===== src/rtl/perceptron_pkg.sv =====
// Shared types, defaults and helpers for the perceptron training controller.
// The saturating adder keeps weight updates inside the signed DW range.
package perceptron_pkg;

    localparam int PKG_DW    = 8;
    localparam int PKG_DIM   = 2;
    localparam int PKG_ACC_W = 2*PKG_DW + $clog2(PKG_DIM) + 1;

    localparam logic [1:0] SEL_X = 2'd0;
    localparam logic [1:0] SEL_W = 2'd1;
    localparam logic [1:0] SEL_Y = 2'd2;

    typedef enum logic [2:0] {
        ST_IDLE = 3'd0,
        ST_MAC  = 3'd1,
        ST_ACT  = 3'd2,
        ST_UPD  = 3'd3,
        ST_NEXT = 3'd4,
        ST_DONE = 3'd5
    } state_t;

    localparam logic signed [PKG_DW+1:0] SAT_HI = {3'b000, {(PKG_DW-1){1'b1}}};
    localparam logic signed [PKG_DW+1:0] SAT_LO = {3'b111, {(PKG_DW-1){1'b0}}};

    // a + b (or a - b when sub) computed two bits wider so -(-2^(DW-1)) cannot wrap
    function automatic logic [PKG_DW-1:0] sat_add(
        input logic [PKG_DW-1:0] a,
        input logic [PKG_DW-1:0] b,
        input logic              sub
    );
        logic signed [PKG_DW+1:0] ext_a;
        logic signed [PKG_DW+1:0] ext_b;
        logic signed [PKG_DW+1:0] sum;
        logic [PKG_DW-1:0]        res;
        ext_a = $signed({{2{a[PKG_DW-1]}}, a});
        ext_b = $signed({{2{b[PKG_DW-1]}}, b});
        if (sub) begin
            sum = ext_a - ext_b;
        end else begin
            sum = ext_a + ext_b;
        end
        if (sum > SAT_HI) begin
            res = {1'b0, {(PKG_DW-1){1'b1}}};
        end else if (sum < SAT_LO) begin
            res = {1'b1, {(PKG_DW-1){1'b0}}};
        end else begin
            res = sum[PKG_DW-1:0];
        end
        return res;
    endfunction

endpackage


===== src/rtl/perceptron_mac.sv =====
// Signed DW x DW multiply-accumulate with synchronous clear; shared across
// every sample and dimension of the training sequence.
module perceptron_mac
    import perceptron_pkg::*;
#(
    parameter int DW    = PKG_DW,
    parameter int ACC_W = PKG_ACC_W
) (
    input  logic             clk,
    input  logic             rst,
    input  logic             i_clr,
    input  logic             i_en,
    input  logic [DW-1:0]    i_a,
    input  logic [DW-1:0]    i_b,
    output logic [ACC_W-1:0] o_acc
);

    logic signed [2*DW-1:0] w_prod;
    logic [ACC_W-1:0]       w_prod_ext;
    logic [ACC_W-1:0]       r_acc;

    assign w_prod     = $signed(i_a) * $signed(i_b);
    assign w_prod_ext = {{(ACC_W-2*DW){w_prod[2*DW-1]}}, w_prod};

    // accumulator register; clear has priority over accumulate
    always_ff @(posedge clk) begin
        if (rst) begin
            r_acc <= '0;
        end else if (i_clr) begin
            r_acc <= '0;
        end else if (i_en) begin
            r_acc <= r_acc + w_prod_ext;
        end else begin
            r_acc <= r_acc;
        end
    end

    assign o_acc = r_acc;

endmodule


===== src/rtl/perceptron_train_ctrl.sv =====
// Perceptron training sequencer: holds X/Y/W locally and runs online
// perceptron updates epoch by epoch on a single shared MAC.
module perceptron_train_ctrl
    import perceptron_pkg::*;
#(
    parameter int N_SAMPLES  = 3,
    parameter int DIM        = 2,
    parameter int DW         = PKG_DW,
    parameter int MAX_EPOCHS = 15,
    parameter int ACC_W      = 2*DW + $clog2(DIM) + 1
) (
    input  logic                           clk,
    input  logic                           rst,
    input  logic                           cfg_we,
    input  logic [1:0]                     cfg_sel,
    input  logic [7:0]                     cfg_addr,
    input  logic [DW-1:0]                  cfg_wdata,
    input  logic                           start,
    output logic                           busy,
    output logic                           done,
    output logic                           converged,
    output logic [3:0]                     epoch_cnt,
    output logic [$clog2(N_SAMPLES+1)-1:0] err_cnt,
    output logic [N_SAMPLES-1:0]           act_vec,
    input  logic [$clog2(DIM)-1:0]         w_rd_idx,
    output logic [DW-1:0]                  w_rd_data
);

    localparam int EW   = $clog2(N_SAMPLES+1);
    localparam int IW   = $clog2(DIM);
    localparam int SW   = (N_SAMPLES > 1) ? $clog2(N_SAMPLES) : 1;
    localparam int NX   = N_SAMPLES * DIM;
    localparam int XI_W = (NX > 1) ? $clog2(NX) : 1;

    localparam logic [SW-1:0] S_LAST = SW'(N_SAMPLES - 1);
    localparam logic [IW-1:0] D_LAST = IW'(DIM - 1);
    localparam logic [3:0]    EP_MAX = 4'(MAX_EPOCHS);

    state_t r_state;
    state_t w_next;

    logic [DW-1:0]        r_x [NX];
    logic [DW-1:0]        r_w [DIM];
    logic [N_SAMPLES-1:0] r_y;
    logic [SW-1:0]        r_s;
    logic [IW-1:0]        r_d;
    logic [EW-1:0]        r_err_ep;
    logic [EW-1:0]        r_err_out;
    logic [3:0]           r_epoch;
    logic [N_SAMPLES-1:0] r_act;
    logic                 r_delta_neg;
    logic                 r_busy;
    logic                 r_done;
    logic                 r_conv;

    logic                 w_idle;
    logic                 w_start_ok;
    logic                 w_cfg_ok;
    logic                 w_clr;
    logic                 w_mac_en;
    logic [XI_W-1:0]      w_xi;
    logic [DW-1:0]        w_x_cur;
    logic [ACC_W-1:0]     w_acc;
    logic                 w_a;
    logic                 w_delta_nz;
    logic [3:0]           w_epoch_inc;
    logic                 w_busy_cur;
    logic                 w_busy_nxt;

    assign w_idle      = ((r_state == ST_IDLE) || (r_state == ST_DONE)) && !r_busy;
    assign w_start_ok  = start && w_idle;
    assign w_cfg_ok    = cfg_we && w_idle;
    assign w_xi        = XI_W'(32'(r_s) * DIM + 32'(r_d));
    assign w_x_cur     = r_x[w_xi];
    assign w_a         = !w_acc[ACC_W-1] && (w_acc != '0);
    assign w_delta_nz  = (w_a != r_y[r_s]);
    assign w_epoch_inc = r_epoch + 4'd1;

    perceptron_mac #(
        .DW    (DW),
        .ACC_W (ACC_W)
    ) u_mac (
        .clk   (clk),
        .rst   (rst),
        .i_clr (w_clr),
        .i_en  (w_mac_en),
        .i_a   (w_x_cur),
        .i_b   (r_w[r_d]),
        .o_acc (w_acc)
    );

    // state register
    always_ff @(posedge clk) begin
        if (rst) begin
            r_state <= ST_IDLE;
        end else begin
            r_state <= w_next;
        end
    end

    // next-state decode and MAC control strobes
    always_comb begin
        w_next   = r_state;
        w_clr    = 1'b0;
        w_mac_en = 1'b0;
        case (r_state)
            ST_IDLE, ST_DONE: begin
                if (w_start_ok) begin
                    w_next = ST_MAC;
                    w_clr  = 1'b1;
                end else begin
                    w_next = r_state;
                end
            end
            ST_MAC: begin
                w_mac_en = 1'b1;
                w_next   = (r_d == D_LAST) ? ST_ACT : ST_MAC;
            end
            ST_ACT: begin
                w_next = w_delta_nz ? ST_UPD : ST_NEXT;
            end
            ST_UPD: begin
                w_next = (r_d == D_LAST) ? ST_NEXT : ST_UPD;
            end
            ST_NEXT: begin
                if (r_s != S_LAST) begin
                    w_next = ST_MAC;
                    w_clr  = 1'b1;
                end else if (r_err_ep == '0) begin
                    w_next = ST_DONE;
                end else if (w_epoch_inc == EP_MAX) begin
                    w_next = ST_DONE;
                end else begin
                    w_next = ST_MAC;
                    w_clr  = 1'b1;
                end
            end
            default: begin
                w_next = ST_IDLE;
            end
        endcase
    end

    // busy spans the start handoff through the first DONE cycle
    assign w_busy_cur = (r_state != ST_IDLE) && (r_state != ST_DONE);
    assign w_busy_nxt = (w_next != ST_IDLE) && (w_next != ST_DONE);

    // status flags
    always_ff @(posedge clk) begin
        if (rst) begin
            r_busy <= 1'b0;
            r_done <= 1'b0;
        end else begin
            r_busy <= w_busy_cur || w_busy_nxt;
            r_done <= (r_state == ST_DONE) && (w_next == ST_DONE);
        end
    end

    // configuration writes, sequencing counters and weight updates
    always_ff @(posedge clk) begin
        if (rst) begin
            for (int i = 0; i < NX; i++) begin
                r_x[i] <= '0;
            end
            for (int i = 0; i < DIM; i++) begin
                r_w[i] <= '0;
            end
            r_y         <= '0;
            r_s         <= '0;
            r_d         <= '0;
            r_err_ep    <= '0;
            r_err_out   <= '0;
            r_epoch     <= 4'd0;
            r_act       <= '0;
            r_delta_neg <= 1'b0;
            r_conv      <= 1'b0;
        end else begin
            if (w_cfg_ok) begin
                case (cfg_sel)
                    SEL_X: if (cfg_addr < 8'(NX)) r_x[XI_W'(cfg_addr)] <= cfg_wdata;
                    SEL_W: if (cfg_addr < 8'(DIM)) r_w[IW'(cfg_addr)] <= cfg_wdata;
                    SEL_Y: if (cfg_addr < 8'(N_SAMPLES)) r_y[SW'(cfg_addr)] <= cfg_wdata[0];
                    default: ;
                endcase
            end
            case (r_state)
                ST_IDLE, ST_DONE: begin
                    if (w_start_ok) begin
                        r_s      <= '0;
                        r_d      <= '0;
                        r_err_ep <= '0;
                        r_epoch  <= 4'd0;
                        r_conv   <= 1'b0;
                    end
                end
                ST_MAC: begin
                    r_d <= (r_d == D_LAST) ? '0 : r_d + 1'b1;
                end
                ST_ACT: begin
                    r_act[r_s]  <= w_a;
                    r_delta_neg <= w_a;
                    if (w_delta_nz) begin
                        r_err_ep <= r_err_ep + 1'b1;
                    end
                end
                ST_UPD: begin
                    r_w[r_d] <= sat_add(r_w[r_d], w_x_cur, r_delta_neg);
                    r_d      <= (r_d == D_LAST) ? '0 : r_d + 1'b1;
                end
                ST_NEXT: begin
                    if (r_s != S_LAST) begin
                        r_s <= r_s + 1'b1;
                    end else begin
                        r_err_out <= r_err_ep;
                        r_epoch   <= w_epoch_inc;
                        r_conv    <= (r_err_ep == '0);
                        if (w_next == ST_MAC) begin
                            r_s      <= '0;
                            r_err_ep <= '0;
                        end
                    end
                end
                default: ;
            endcase
        end
    end

    assign busy      = r_busy;
    assign done      = r_done;
    assign converged = r_conv;
    assign epoch_cnt = r_epoch;
    assign err_cnt   = r_err_out;
    assign act_vec   = r_act;
    assign w_rd_data = r_w[w_rd_idx];

endmodule


===== config.mk =====
export PLATFORM = sky130hd
export DESIGN_NAME = perceptron_train_ctrl
export DESIGN_NICKNAME = d
export VERILOG_FILES = /design/src/rtl/perceptron_pkg.sv /design/src/rtl/perceptron_mac.sv /design/src/rtl/perceptron_train_ctrl.sv
export SDC_FILE = /design/constraint.sdc
export NUM_CORES = 1
export LEC_CHECK = 0
export ABC_AREA = 1
export CAP_MARGIN = 5
export CORE_MARGIN = 10
export CORE_UTILIZATION = 45
export CTS_CLUSTER_SIZE = 14
export DETAILED_ROUTE_END_ITERATION = 10
export GPL_ROUTABILITY_DRIVEN = 0
export PLACE_DENSITY = 0.7
export REMOVE_ABC_BUFFERS = 1
export SLEW_MARGIN = 25
export SYNTH_ARGS = -nofsm -noshare
export SYNTH_HDL_FRONTEND = slang
export SYNTH_SLANG_ARGS = --single-unit

===== constraint.sdc =====
create_clock -name clk -period 17.25 [get_ports clk]
set_input_delay 3.45 -clock clk [delete_from_list [all_inputs] [get_ports clk]]
set_output_delay 3.45 -clock clk [all_outputs]
set_load 0.05 [all_outputs]

* Yosys cells after proc, flatten, opt, wreduce, memory -nomap -nowiden
Memories as Yosys holds them, arrays and structs flattened. A register that Yosys moved wholly into a read port is not among the register bits.
Index checks and enable logic that the tools add are counted.
** Operators by class
- $lt $le $gt $ge :: 9
- Multiply operators :: 1
- Add/subtract/negate cells :: 8
- Equal/unequal tests :: 19
- Bitwise logic cells :: 1
- Reduce and logical (&&, ||, !) cells :: 34
- Multiplexer cells :: 70
** Operators with widths (count)
- 8-bit two-way mux :: 7
- 1-bit two-way mux :: 33
- 10-bit two-way mux :: 3
- 8-bit OR reduction :: 3
- 3-bit two-way mux :: 7
- 18-bit adder :: 1
- 18-bit nonzero test :: 1
- 8-bit by 2-bit < comparator with 1-bit output, second input constant :: 2
- 8-bit by 8-bit multiplier with 16-bit output :: 1
- 3-bit case mux with 5 select lines :: 1
- 2-bit two-way mux :: 6
- 10-bit by 8-bit greater-than comparator with 1-bit output, second input constant :: 1
- 10-bit by 8-bit < comparator with 1-bit output, second input constant :: 1
- 2-bit inequality test, second input constant :: 5
- 8-bit by 8-bit adder with 9-bit output :: 1
- 3-bit == test, second input constant :: 3
- 1-bit logical AND :: 9
- 3-bit inequality test, second input constant :: 3
- 3-bit AND reduction :: 3
- 3-bit nonzero test :: 3
- 8-bit by 8-bit subtractor with 9-bit output :: 1
- 8-bit by 3-bit < comparator with 1-bit output, second input constant :: 1
- 4-bit two-way mux :: 2
- 4-bit case mux with 2 select lines :: 1
- other kinds (27) :: 43
** Word-level totals
- Register bits :: 42
- Memories kept :: 2
- RAM bits :: 64
- Input port bits :: 23
** Memory list
- r_x :: depth 6, width 8, rd ports 1, clocked after memory_dff 0, wr ports 6, line perceptron_train_ctrl.sv:42 : logic [DW-1:0] r_x [NX];
- r_w :: depth 2, width 8, rd ports 2, clocked after memory_dff 1, wr ports 2, line perceptron_train_ctrl.sv:43 : logic [DW-1:0] r_w [DIM];

* Longest topological paths before layout
An unclocked memory read counts as a cell.
- Depth after elaboration :: 12
- Mapped depth :: 39
- Mapped depth without buffers :: 38

* By module
Synthesis repeated with hierarchy kept, for this count alone.
** Second synthesis, totals
- Cells, all modules :: 1307
- Area, all modules :: 9997.1 µm²
** By module, submodules not included
- perceptron_train_ctrl :: times used 1, area each 5619.1 µm², seq. area each 2902.8 µm², cells an instance 659
- perceptron_mac :: times used 1, area each 4377.9 µm², seq. area each 360.3 µm², cells an instance 648

* Worst setup path after synthesis
OpenSTA, ideal clock, no wires.
- Kind :: input-to-output
- Start :: input w_rd_idx
- End :: output w_rd_data[3]
- Stages on the path :: 2
- Setup slack :: 9.054 ns
- Arrival :: 4.746 ns
- Cell sequence :: clkbuf_1 -> o21ai_0
** On the way
- Cells in the longest elaborated chain, start to end :: 1
** RTL lines
- start: declaration :: line perceptron_train_ctrl.sv:25 : input logic [$clog2(DIM)-1:0] w_rd_idx,
- memory read 2 x 8 bit
- end: declaration :: line perceptron_train_ctrl.sv:26 : output logic [DW-1:0] w_rd_data
No other way between the ends.

* Final worst setup path
- Start :: input w_rd_idx
- End :: output w_rd_data[4]
The elaborated chain is that of the path after synthesis.

==> summary.txt <==
Synthesis
  – Mapped Area: 9490 sq um
  – Top cell type's share of synthesized area: 25.3%
  – Average cell area after synthesis: 7.98 sq um
  – Post-synthesis sequential area ratio: 34.4%
  – Fraction of registers with async set/reset: 0%
  – Area contributors post-synth: edfxtp_1, fa_1, dfxtp_1, nand2_1, inv_1
  – Top_reg_cell synth: edfxtp_1
  – Warnings from Yosys: 0
  – Mapped Cells: 1190
  – Synthesized flop and latch total: 123
  – Number of synthesized flops with an enable pin: 80
  – Synth area leader: edfxtp_1
  – Cell variety after synth: 48

Global routing
  – Total congestion overflow: 0
  – Vias in the first global route: 7495
  – Largest net degree at the start of global routing: 40
  – Total GRT Usage: 16.5%
  – First-pass GRT wire length: 35900 um
  – Initial antenna violation count: 0

Routing
  – Via count: 7751
  – ANT nets after route: 0
  – First-pass DRT Iterations: 6
  – Via-to-Cell Ratio: 5.05
  – Initial DRC count: 568
  – Routed len/inst: 14.4 um
  – # DRC: 0
  – Drt total wl: 22100 um

Die
  – Core ar.: 20900 sq um
  – # IOs: 43
  – Die area: 27300 sq um
  – Die X: 165 um
  – Site row count: 53
  – Initial Util: 45.4%
  – Chip Height: 165 um

STA
  – Rel. slew slack: 35.7%
  – Minimum hold slack: 0.462 ns
  – RSZ-0062 raised after global routing: false
  – Final setup margin: 8.56 ns
  – Final worst path period need: 8.69 ns
  – Worst Skew: 0.0147 ns
  – Hold violation count in the final report: 0
  – Final setup TNS: 0 ns
  – Final Cycle Share: 50.4%
  – Highest clock rate: 115 MHz
  – Worst-Margin Slew: 0.963 ns
  – Final setup violation count: 0
  – Final Max Slew Viols: 0

Critical path
  – Crit end category: output pin
  – Most used cell, CP: clkdlybuf4s50_1
  – Crit-path max cell delay: 0.82 ns
  – R2R cell count: 37
  – Crit-path max FO: 16
  – Startpoint types: input port
  – CP Launch Point: w_rd_idx
  – Crit-path cells: clkdlybuf4s50_1, nor2_1, a21oi_1, clkdlybuf4s50_1
  – R2R Setup Slk: 9.41 ns
  – RR Startpoint: r_d$_SDFFE_PP0N_
  – CP arrival: 5.24 ns
  – CP max stage cell: clkdlybuf4s50_1
  – Worst Setup EP: w_rd_data[4]
  – Worst EP required: 13.80 ns
  – R2r endpoint: u_mac.o_acc[17]$_SDFFE_PP0N_
  – Crit path kind: in -> out

Finish
  – Non-Filler Instances: 1535
  – Area of the multi-input gates: 5310 sq um
  – Commonest cells after routing, fill and taps aside: nand2_1, inv_1, nor2_1
  – Area Growth Syn to Fin: 13.5%
  – Final core occ: 51.5%
  – Ratio of cells with drive above 1 in the final layout: 5.79%
  – Nets@finish: 1386
  – Most common cell after layout, fill and taps aside: nand2_1
  – # diodes: 0
  – Seq. cell area: 3260 sq um
  – Layout fillers: 1996

Clock tree
  – Post-cts resize count: 0
  – Root Buffer: clkbuf_16
  – Clk_lat worst skew: 0.43 ns
  – Clock tree from TritonCTS: done
  – Reg clk slew, reported paths: 0.06 ns
  – Num CTS Buffers: 17
  – # hold bufs at CTS: 0
  – CTS H-tree depth: 4
  – Max clock buf depth: 2
  – Num Clock Sinks: 123
  – Postcts setup bufs: 0

Job
  – Max Cap Viol: 0

Worst hold path
  – Tightest Hold Check Type: reg -> reg
  – Hold Path Stages: 2

Placed design
  – Post-Place Cells: 1503
  – DP HPWL: 16700 um
  – IO Port Bufs: 42
  – Place WS: 8.53 ns

Run status
  – Outcome: completed

Power
  – Leak: 5.02 nW
  – Power density cells: 187 nW/um^2
  – Worst IR Drop VDD: 0.107 mV
-- flip-flops by register name (all words and copies together), names as in the netlist, 2 cells and up, named ones only --
| name | count |
|---|---|
| u_mac.o_acc | 18 |
| r_state | 3 |
| r_s | 2 |
| r_err_ep | 2 |
| r_x | 64 |
| epoch_cnt | 4 |
| r_y | 3 |
| err_cnt | 2 |
| act_vec | 3 |
| r_w | 16 |
-- layer usage --
layer / track usage [%] / routed length, um / vias up
met3: 2.97 / 1100 / 28
met4: 5.43 / 389 / 0
li1: - / - / 3874
met5: 0 / 0 / -
met2: 28.2 / 10900 / 203
met1: 20.5 / 9760 / 3646
-- per-stage QoR --
stage	total power, mW	instance area (sq um)
final	2.01	10800
after global routing	2.24	10800
after CTS	2.02	10800
after detailed placement	1.68	10200
after global placement	1.65	10200
after floorplan	1.39	9420
-- synth_stat cells (13+ instances only) --
cell type  instances
xor2_1            27
o21ai_1           14
dfxtp_1           43
edfxtp_1          80
nand2_1          221
o21ai_0           47
ha_1              59
nor3_1            17
inv_1            212
a21oi_1           79
clkbuf_1          13
fa_1              57
nand3_1           39
nor2_1           173
-- power breakdown --
| group | switching (mW) | leakage, nW | internal (mW) |
|---|---|---|---|
| Combinational | 0.834 | 3.56 | 0.489 |
| Clock | 0.145 | 0.284 | 0.195 |
| Sequential | 0.0155 | 1.17 | 0.335 |
| Total | 0.994 | 5.02 | 1.02 |
-- worst max-delay path: cells and delay by family --
kind	cells	cell delay [ns]
buf+inv	2	1.57
compound gates	1	0.12
simple gates	1	0.10
-- cell type report --
| type | instances | area share (%) |
|---|---|---|
| Tap cell | 275 | 3.20 |
| Inverter | 227 | 7.95 |
| Clock buffer | 18 | 4.18 |
| Timing Repair Buffer | 45 | 4.11 |
| Multi-Input combinational cell | 833 | 49.3 |
| Sequential cell | 123 | 30.3 |
| Clock inverter | 14 | 0.988 |
-- worst min-delay path by stage --
stage	startpoint	endpoint
6_report	converged$_SDFFE_PP0P_	converged$_SDFFE_PP0P_
5_1_grt	converged$_SDFFE_PP0P_	converged$_SDFFE_PP0P_
4_1_cts	converged$_SDFFE_PP0P_	converged$_SDFFE_PP0P_
3_5_place_dp	converged$_SDFFE_PP0P_	converged$_SDFFE_PP0P_
3_3_place_gp	converged$_SDFFE_PP0P_	converged$_SDFFE_PP0P_
2_1_floorplan	u_mac.o_acc[4]$_SDFFE_PP0N_	u_mac.o_acc[4]$_SDFFE_PP0N_
-- kinds of logic (layout without fill, tap and decap cells) --
kind of cell	count (synthesis)	count (layout)	share of synthesized area [%]
other cells	1	16	0.0395
xor+xnor	39	39	3.60
simple gates	488	488	21.6
fa+ha+maj	116	116	19.8
compound gates	174	174	10.2
flops	123	123	34.4
buf+inv	249	304	10.4
(Power assumes the default switching activity.)
